[config.mk]
export PLATFORM = sky130hd
export DESIGN_NAME = pong_game_ctrl_flat
export DESIGN_NICKNAME = d
export VERILOG_FILES = /design/src/rtl/pong_pkg.sv /design/src/rtl/pong_if.sv /design/src/rtl/pong_frame_tick.sv /design/src/rtl/pong_game_ctrl.sv /design/src/flat_wrapper.sv
export SDC_FILE = /design/constraint.sdc
export NUM_CORES = 1
export LEC_CHECK = 0
export CAP_MARGIN = 20
export CORE_AREA = 2 2 90 92
export CTS_CLUSTER_DIAMETER = 50
export DETAILED_ROUTE_END_ITERATION = 10
export DIE_AREA = 0 0 92 94
export PLACE_DENSITY = 0.74
export SYNTH_ARGS = -nofsm -noshare
export SYNTH_HDL_FRONTEND = slang
export SYNTH_SLANG_ARGS = --single-unit
[constraint.sdc]
create_clock -name clk -period 3.5 [get_ports clk]
set_input_delay 0.35 -clock clk [delete_from_list [all_inputs] [get_ports clk]]
set_output_delay 0.35 -clock clk [all_outputs]
set_load 0.01 [all_outputs]
[src/rtl/pong_pkg.sv]
// pong_pkg: shared game state encoding, board constants and direction encoding.
package pong_pkg;
    typedef enum logic [1:0] {SERVE, PLAY, MISS, GAMEOVER} state_t;
    localparam logic [4:0] CENTER = 5'd15;
    localparam logic [4:0] LCOL = 5'd31;
    localparam logic [4:0] RCOL = 5'd0;
    localparam logic DIR_POS = 1'b1;
    localparam logic DIR_NEG = 1'b0;
endpackage

[src/rtl/pong_if.sv]
// pong_if: controller-facing signals; master is the renderer/paddle side, slave is the controller.
interface pong_if;
    import pong_pkg::*;
    logic vsync;
    logic [31:0] lpaddle;
    logic [31:0] rpaddle;
    logic start;
    logic [4:0] ball_x;
    logic [4:0] ball_y;
    logic [3:0] score_l;
    logic [3:0] score_r;
    logic game_over;
    logic frame_tick;
    modport master(output vsync, lpaddle, rpaddle, start,
                   input ball_x, ball_y, score_l, score_r, game_over, frame_tick);
    modport slave(input vsync, lpaddle, rpaddle, start,
                  output ball_x, ball_y, score_l, score_r, game_over, frame_tick);
endinterface

[src/rtl/pong_frame_tick.sv]
// pong_frame_tick: registers vsync and emits a one-cycle pulse on each inactive->active edge.
module pong_frame_tick
    import pong_pkg::*;
#(
    parameter bit ACTIVE_LOW = 1'b1
) (
    input  logic clk,
    input  logic reset,
    input  logic vsync,
    output logic frame_tick
);
    localparam logic ACT = ACTIVE_LOW ? 1'b0 : 1'b1;
    logic vs_q;
    always_ff @(posedge clk or posedge reset) begin
        if (reset) begin
            vs_q <= ~ACT;
            frame_tick <= 1'b0;
        end else begin
            vs_q <= vsync;
            frame_tick <= (vsync == ACT) && (vs_q != ACT);
        end
    end
endmodule

[src/rtl/pong_game_ctrl.sv]
// pong_game_ctrl: ball/score sequencer stepping on frame ticks through serve, play, miss and game-over.
module pong_game_ctrl
    import pong_pkg::*;
#(
    parameter int unsigned FRAMES_PER_STEP = 4,
    parameter int unsigned SERVE_FRAMES = 60,
    parameter int unsigned WIN_SCORE = 9,
    parameter bit VSYNC_ACTIVE_LOW = 1'b1
) (
    input logic clk,
    input logic reset,
    pong_if.slave bus
);
    state_t state_q, state_d;
    logic [4:0] x_q, x_d, y_q, y_d, ny;
    logic dx_q, dx_d, dy_q, dy_d, ndy, tick;
    logic [3:0] sl_q, sl_d, sr_q, sr_d;
    logic [7:0] step_q, step_d, serve_q, serve_d;

    pong_frame_tick #(.ACTIVE_LOW(VSYNC_ACTIVE_LOW)) u_tick (
        .clk(clk), .reset(reset), .vsync(bus.vsync), .frame_tick(tick)
    );

    // wall bounce is resolved first so the paddle test sees the post-bounce row
    assign ndy = ((y_q == 5'd0 && dy_q == DIR_NEG) || (y_q == 5'd31 && dy_q == DIR_POS)) ? ~dy_q : dy_q;
    assign ny = ndy ? y_q + 5'd1 : y_q - 5'd1;

    always_ff @(posedge clk or posedge reset) begin
        if (reset) begin
            state_q <= SERVE;
            x_q <= CENTER;
            y_q <= CENTER;
            dx_q <= DIR_POS;
            dy_q <= DIR_POS;
            sl_q <= 4'd0;
            sr_q <= 4'd0;
            step_q <= 8'd0;
            serve_q <= 8'd0;
        end else begin
            state_q <= state_d;
            x_q <= x_d;
            y_q <= y_d;
            dx_q <= dx_d;
            dy_q <= dy_d;
            sl_q <= sl_d;
            sr_q <= sr_d;
            step_q <= step_d;
            serve_q <= serve_d;
        end
    end

    always_comb begin
        state_d = state_q;
        x_d = x_q;
        y_d = y_q;
        dx_d = dx_q;
        dy_d = dy_q;
        sl_d = sl_q;
        sr_d = sr_q;
        step_d = step_q;
        serve_d = serve_q;
        if (state_q == GAMEOVER) begin
            if (bus.start) begin
                state_d = SERVE;
                x_d = CENTER;
                y_d = CENTER;
                dx_d = DIR_POS;
                dy_d = DIR_POS;
                sl_d = 4'd0;
                sr_d = 4'd0;
                step_d = 8'd0;
                serve_d = 8'd0;
            end
        end else if (tick) begin
            case (state_q)
                SERVE: begin
                    x_d = CENTER;
                    y_d = CENTER;
                    serve_d = serve_q + 8'd1;
                    if (serve_q == 8'(SERVE_FRAMES - 1)) begin
                        serve_d = 8'd0;
                        step_d = 8'd0;
                        state_d = PLAY;
                    end
                end
                PLAY: begin
                    step_d = step_q + 8'd1;
                    if (step_q == 8'(FRAMES_PER_STEP - 1)) begin
                        step_d = 8'd0;
                        y_d = ny;
                        dy_d = ndy;
                        if (dx_q == DIR_POS && x_q == LCOL - 5'd1) begin
                            dx_d = bus.lpaddle[ny] ? DIR_NEG : dx_q;
                            x_d = bus.lpaddle[ny] ? LCOL - 5'd2 : LCOL;
                            sr_d = bus.lpaddle[ny] ? sr_q : sr_q + 4'd1;
                            state_d = bus.lpaddle[ny] ? PLAY : MISS;
                        end else if (dx_q == DIR_NEG && x_q == RCOL + 5'd1) begin
                            dx_d = bus.rpaddle[ny] ? DIR_POS : dx_q;
                            x_d = bus.rpaddle[ny] ? RCOL + 5'd2 : RCOL;
                            sl_d = bus.rpaddle[ny] ? sl_q : sl_q + 4'd1;
                            state_d = bus.rpaddle[ny] ? PLAY : MISS;
                        end else begin
                            x_d = dx_q ? x_q + 5'd1 : x_q - 5'd1;
                        end
                    end
                end
                MISS: begin
                    serve_d = serve_q + 8'd1;
                    if (serve_q == 8'(SERVE_FRAMES - 1)) begin
                        serve_d = 8'd0;
                        // dx is left as-is: it already points at the player who conceded
                        if (sl_q == 4'(WIN_SCORE) || sr_q == 4'(WIN_SCORE)) begin
                            state_d = GAMEOVER;
                        end else begin
                            state_d = SERVE;
                            x_d = CENTER;
                            y_d = CENTER;
                        end
                    end
                end
                default: ;
            endcase
        end
    end

    assign bus.ball_x = x_q;
    assign bus.ball_y = y_q;
    assign bus.score_l = sl_q;
    assign bus.score_r = sr_q;
    assign bus.game_over = (state_q == GAMEOVER);
    assign bus.frame_tick = tick;
endmodule
[src/flat_wrapper.sv]
// flat-port wrapper written by rule: the top's interface ports become plain ports
module pong_game_ctrl_flat import pong_pkg::*;
#(
    parameter int unsigned FRAMES_PER_STEP = 4,
    parameter int unsigned SERVE_FRAMES = 60,
    parameter int unsigned WIN_SCORE = 9,
    parameter bit VSYNC_ACTIVE_LOW = 1'b1
)
  (clk, reset, bus_vsync, bus_lpaddle, bus_rpaddle, bus_start, bus_ball_x, bus_ball_y, bus_score_l, bus_score_r, bus_game_over, bus_frame_tick);
  pong_if bus_i ();
  input logic clk;
  input logic reset;
  input wire logic [$bits(bus_i.vsync)-1:0] bus_vsync;
  input wire logic [$bits(bus_i.lpaddle)-1:0] bus_lpaddle;
  input wire logic [$bits(bus_i.rpaddle)-1:0] bus_rpaddle;
  input wire logic [$bits(bus_i.start)-1:0] bus_start;
  output wire logic [$bits(bus_i.ball_x)-1:0] bus_ball_x;
  output wire logic [$bits(bus_i.ball_y)-1:0] bus_ball_y;
  output wire logic [$bits(bus_i.score_l)-1:0] bus_score_l;
  output wire logic [$bits(bus_i.score_r)-1:0] bus_score_r;
  output wire logic [$bits(bus_i.game_over)-1:0] bus_game_over;
  output wire logic [$bits(bus_i.frame_tick)-1:0] bus_frame_tick;
  assign bus_i.vsync = bus_vsync;
  assign bus_i.lpaddle = bus_lpaddle;
  assign bus_i.rpaddle = bus_rpaddle;
  assign bus_i.start = bus_start;
  assign bus_ball_x = bus_i.ball_x;
  assign bus_ball_y = bus_i.ball_y;
  assign bus_score_l = bus_i.score_l;
  assign bus_score_r = bus_i.score_r;
  assign bus_game_over = bus_i.game_over;
  assign bus_frame_tick = bus_i.frame_tick;
  pong_game_ctrl #(.FRAMES_PER_STEP(FRAMES_PER_STEP), .SERVE_FRAMES(SERVE_FRAMES), .WIN_SCORE(WIN_SCORE), .VSYNC_ACTIVE_LOW(VSYNC_ACTIVE_LOW)) u_core (.clk(clk), .reset(reset), .bus(bus_i));
endmodule
==> results_dict.tcl <==
set metrics [dict create \
    endpoint_kind "register" \
    overflow 0 \
    place_ws_ps 43.3 \
    path_max_fanout 6 \
    place_congestion 0.860 \
    slew_viol_final 0 \
    num_vias 3098 \
    place_hpwl_mm 6.70 \
    grt_first_pass_wirelength_mm 14.2 \
    cts_buffer_depth 2 \
    timing.rr.end "u_core.bus.score_l[1]" \
    drtPass1Iterations 4 \
    cts_sinks 40 \
    hp-class "input pin to asynchronous set/reset pin" \
    drtIter0Drc 95 \
    relSlewSlack_pct 58.0 \
    port_buffers 87 \
    track_usage_pct 20.1 \
    die_x_um 92 \
    vdd_drop_max_mv 0.133 \
    fin_ws_ps 107 \
    antenna_found_initial 0 \
    cp.arrival_ps 3560 \
    wire_per_inst_um 15.5 \
    clock_latency_ps 300 \
    async_flop_share_pct 100 \
    syn_nets 436 \
    viasPerCell 5.68 \
    fin_skew_ps 11.3 \
    status "finished clean" \
    core_um2 7610 \
    syn_to_final_growth_pct 34.5 \
    final_cell_mix "clkdlybuf4s50_1, nand2_1, dfrtp_1, nor2_1, o21ai_0" \
    drc 0 \
    route.antenna.remaining_nets 0 \
    synth_edf_count 0 \
    rows 32 \
    setup_violations 0 \
    cts_hold_buf 0 \
    wl_mm 8.43 \
    cap_violations 0 \
    yosysWarnings 0 \
    cts_root_buf "clkbuf_8" \
    yosysUniqueCellTypes 68 \
    r2r-start "u_core.bus.ball_y[1]" \
    seq_area_frac_synth_pct 29.9 \
    clk_pin_slew_ps 80 \
    tightestPinTransition_ps 627 \
    start_util_pct 44.7 \
    final_core_util_pct 60.1 \
    fin_crit_sh_pct 97.0 \
    syn_area_um2 3400 \
    fin_crit_ps 3390 \
    dieHeight_um 94 \
    pin_count 88 \
    grt_start_max_net_pins 41 \
    grt_pass1_vias 3142 \
    hold_viol_final 0 \
    cts_made_buffers 5 \
    cts_tree "built" \
    cts.htree.levels 2 \
    rrSetupSlack_ps 110 \
    num-nets-final 529 \
    syn_inst 349 \
    synth_seq_cells 40 \
    layout_commonest_cell "clkdlybuf4s50_1" \
    synth_ff_type "dfrtp_1" \
    drive_gt1_share_pct 15.1 \
    dieArea_um2 8650 \
    start_kind "register" \
    avgSynthCellArea_um2 9.73 \
    required_ps 3670 \
    p_leak_nw 1.74 \
    clock.fmax_mhz 295 \
    power_density_nw_per_um2 218 \
    setup.worst_path.class "register to register" \
    r2r_cells 9 \
    diodes 0 \
]
## through the flow
step / std cells / cell area [µm²] / power, mW / hold slack [ps] / setup TNS (ps)
6_report: 545 / 4570 / 0.996 / 483 / 0
2_1_floorplan: 349 / 3410 / 0.593 / 354 / 0
3_3_place_gp: 534 / 4380 / 0.691 / 475 / 0
5_1_grt: 545 / 4570 / 1.05 / 492 / -8.73
3_5_place_dp: 534 / 4380 / 0.695 / 484 / 0
4_1_cts: 542 / 4470 / 1.01 / 488 / 0
## state kept, by name, indices dropped and copies added, names as in the netlist
register,flops
u_core.bus.ball_x,5
u_core.dx_q,1
u_core.serve_q,8
u_core.bus.score_l,4
u_core.bus.score_r,4
u_core.u_tick.frame_tick,1
u_core.dy_q,1
u_core.bus.ball_y,5
u_core.step_q,8
u_core.state_q,2
u_core.u_tick.vs_q,1
## final cells by class
class | instances | area [µm²]
clock inverters | 2 | 12.5
repair buffers | 97 | 953
flip-flops and latches | 40 | 1010
well taps | 102 | 128
multi-input cells | 285 | 2340
inverters | 13 | 48.8
fillers | 658 | 3040
clock buffers | 6 | 72.6
## synthesized netlist by cell type, types with 7 or more instances
library cell,number,share of area [%]
a21oi_1,13,1.9
and2_1,7,1.3
and3_1,7,1.3
dfrtp_1,29,21
dfstp_2,11,8.5
ha_1,18,6.6
inv_1,12,1.3
mux2i_1,12,3.5
mux4_2,11,7.3
nand2_1,41,4.5
nand3_1,12,1.8
nand4_1,9,1.7
nor2_1,28,3.1
nor3_1,7,1.0
o21ai_0,24,3.5
o31ai_1,7,1.5
## worst max path at each step
| stage | to | slack, ps | from | depth (start not counted) |
|---|---|---|---|---|
| after global routing | u_core.state_q[1] | -9 | u_core.bus.ball_y[1] | 11 |
| after global placement | u_core.bus.score_r[1] | 200 | u_core.bus.ball_y[1] | 12 |
| after CTS | u_core.bus.score_l[3] | 20 | u_core.bus.ball_y[1] | 10 |
| after detailed placement | u_core.bus.score_l[3] | 40 | u_core.bus.ball_y[1] | 10 |
| after floorplan | u_core.bus.score_r[1] | 5 | u_core.bus.ball_y[0] | 13 |
| final | u_core.bus.score_l[1] | 110 | u_core.bus.ball_y[1] | 9 |
## critical path: stages (launching register included)
cell and delay [ps]:
dfstp_2 610, nand4_1 250, a21oi_4 290, fa_2 520, mux4_2 340, and2_1 200, a2111oi_4 420, o211ai_2 190
a31oi_1 300, o22ai_1 140
## cells by family after synthesis
kind of cell / count (synthesis) / share of synthesized area (%)
buffers and inverters: 24 / 3.46
DFF: 40 / 29.9
adders and majority gates: 19 / 7.22
AOI/OAI and AO/OA: 87 / 19.1
xor gates and xnor gates: 10 / 3.79
muxes: 31 / 15.7
and+or+nand+nor: 138 / 20.8
## what timing repair did
item                       4_1_cts  5_1_grt
hold endpoints to repair         0        0
setup endpoints to repair        0       11
buffers inserted                 0        3
gates resized for setup          0       13
## routing by layer
metal / vias to the layer above / share of wire [%] / wire length [µm] / global-route usage (%)
li1: 1501 / - / - / -
met1: 1481 / 42 / 3580 / 24.1
met2: 106 / 50 / 4240 / 36.9
met3: 10 / 5.6 / 474 / 3.85
met4: 0 / 1.5 / 129 / 5.22
met5: - / 0 / 0 / 0
## report_power, final
| group | total (mW) | switching (mW) | internal, mW |
|---|---|---|---|
| sequential | 0.523 | 0.0327 | 0.490 |
| combinational | 0.163 | 0.0543 | 0.109 |
| clock | 0.310 | 0.170 | 0.140 |
| total | 0.996 | 0.257 | 0.738 |
(Power assumes the default switching activity.)
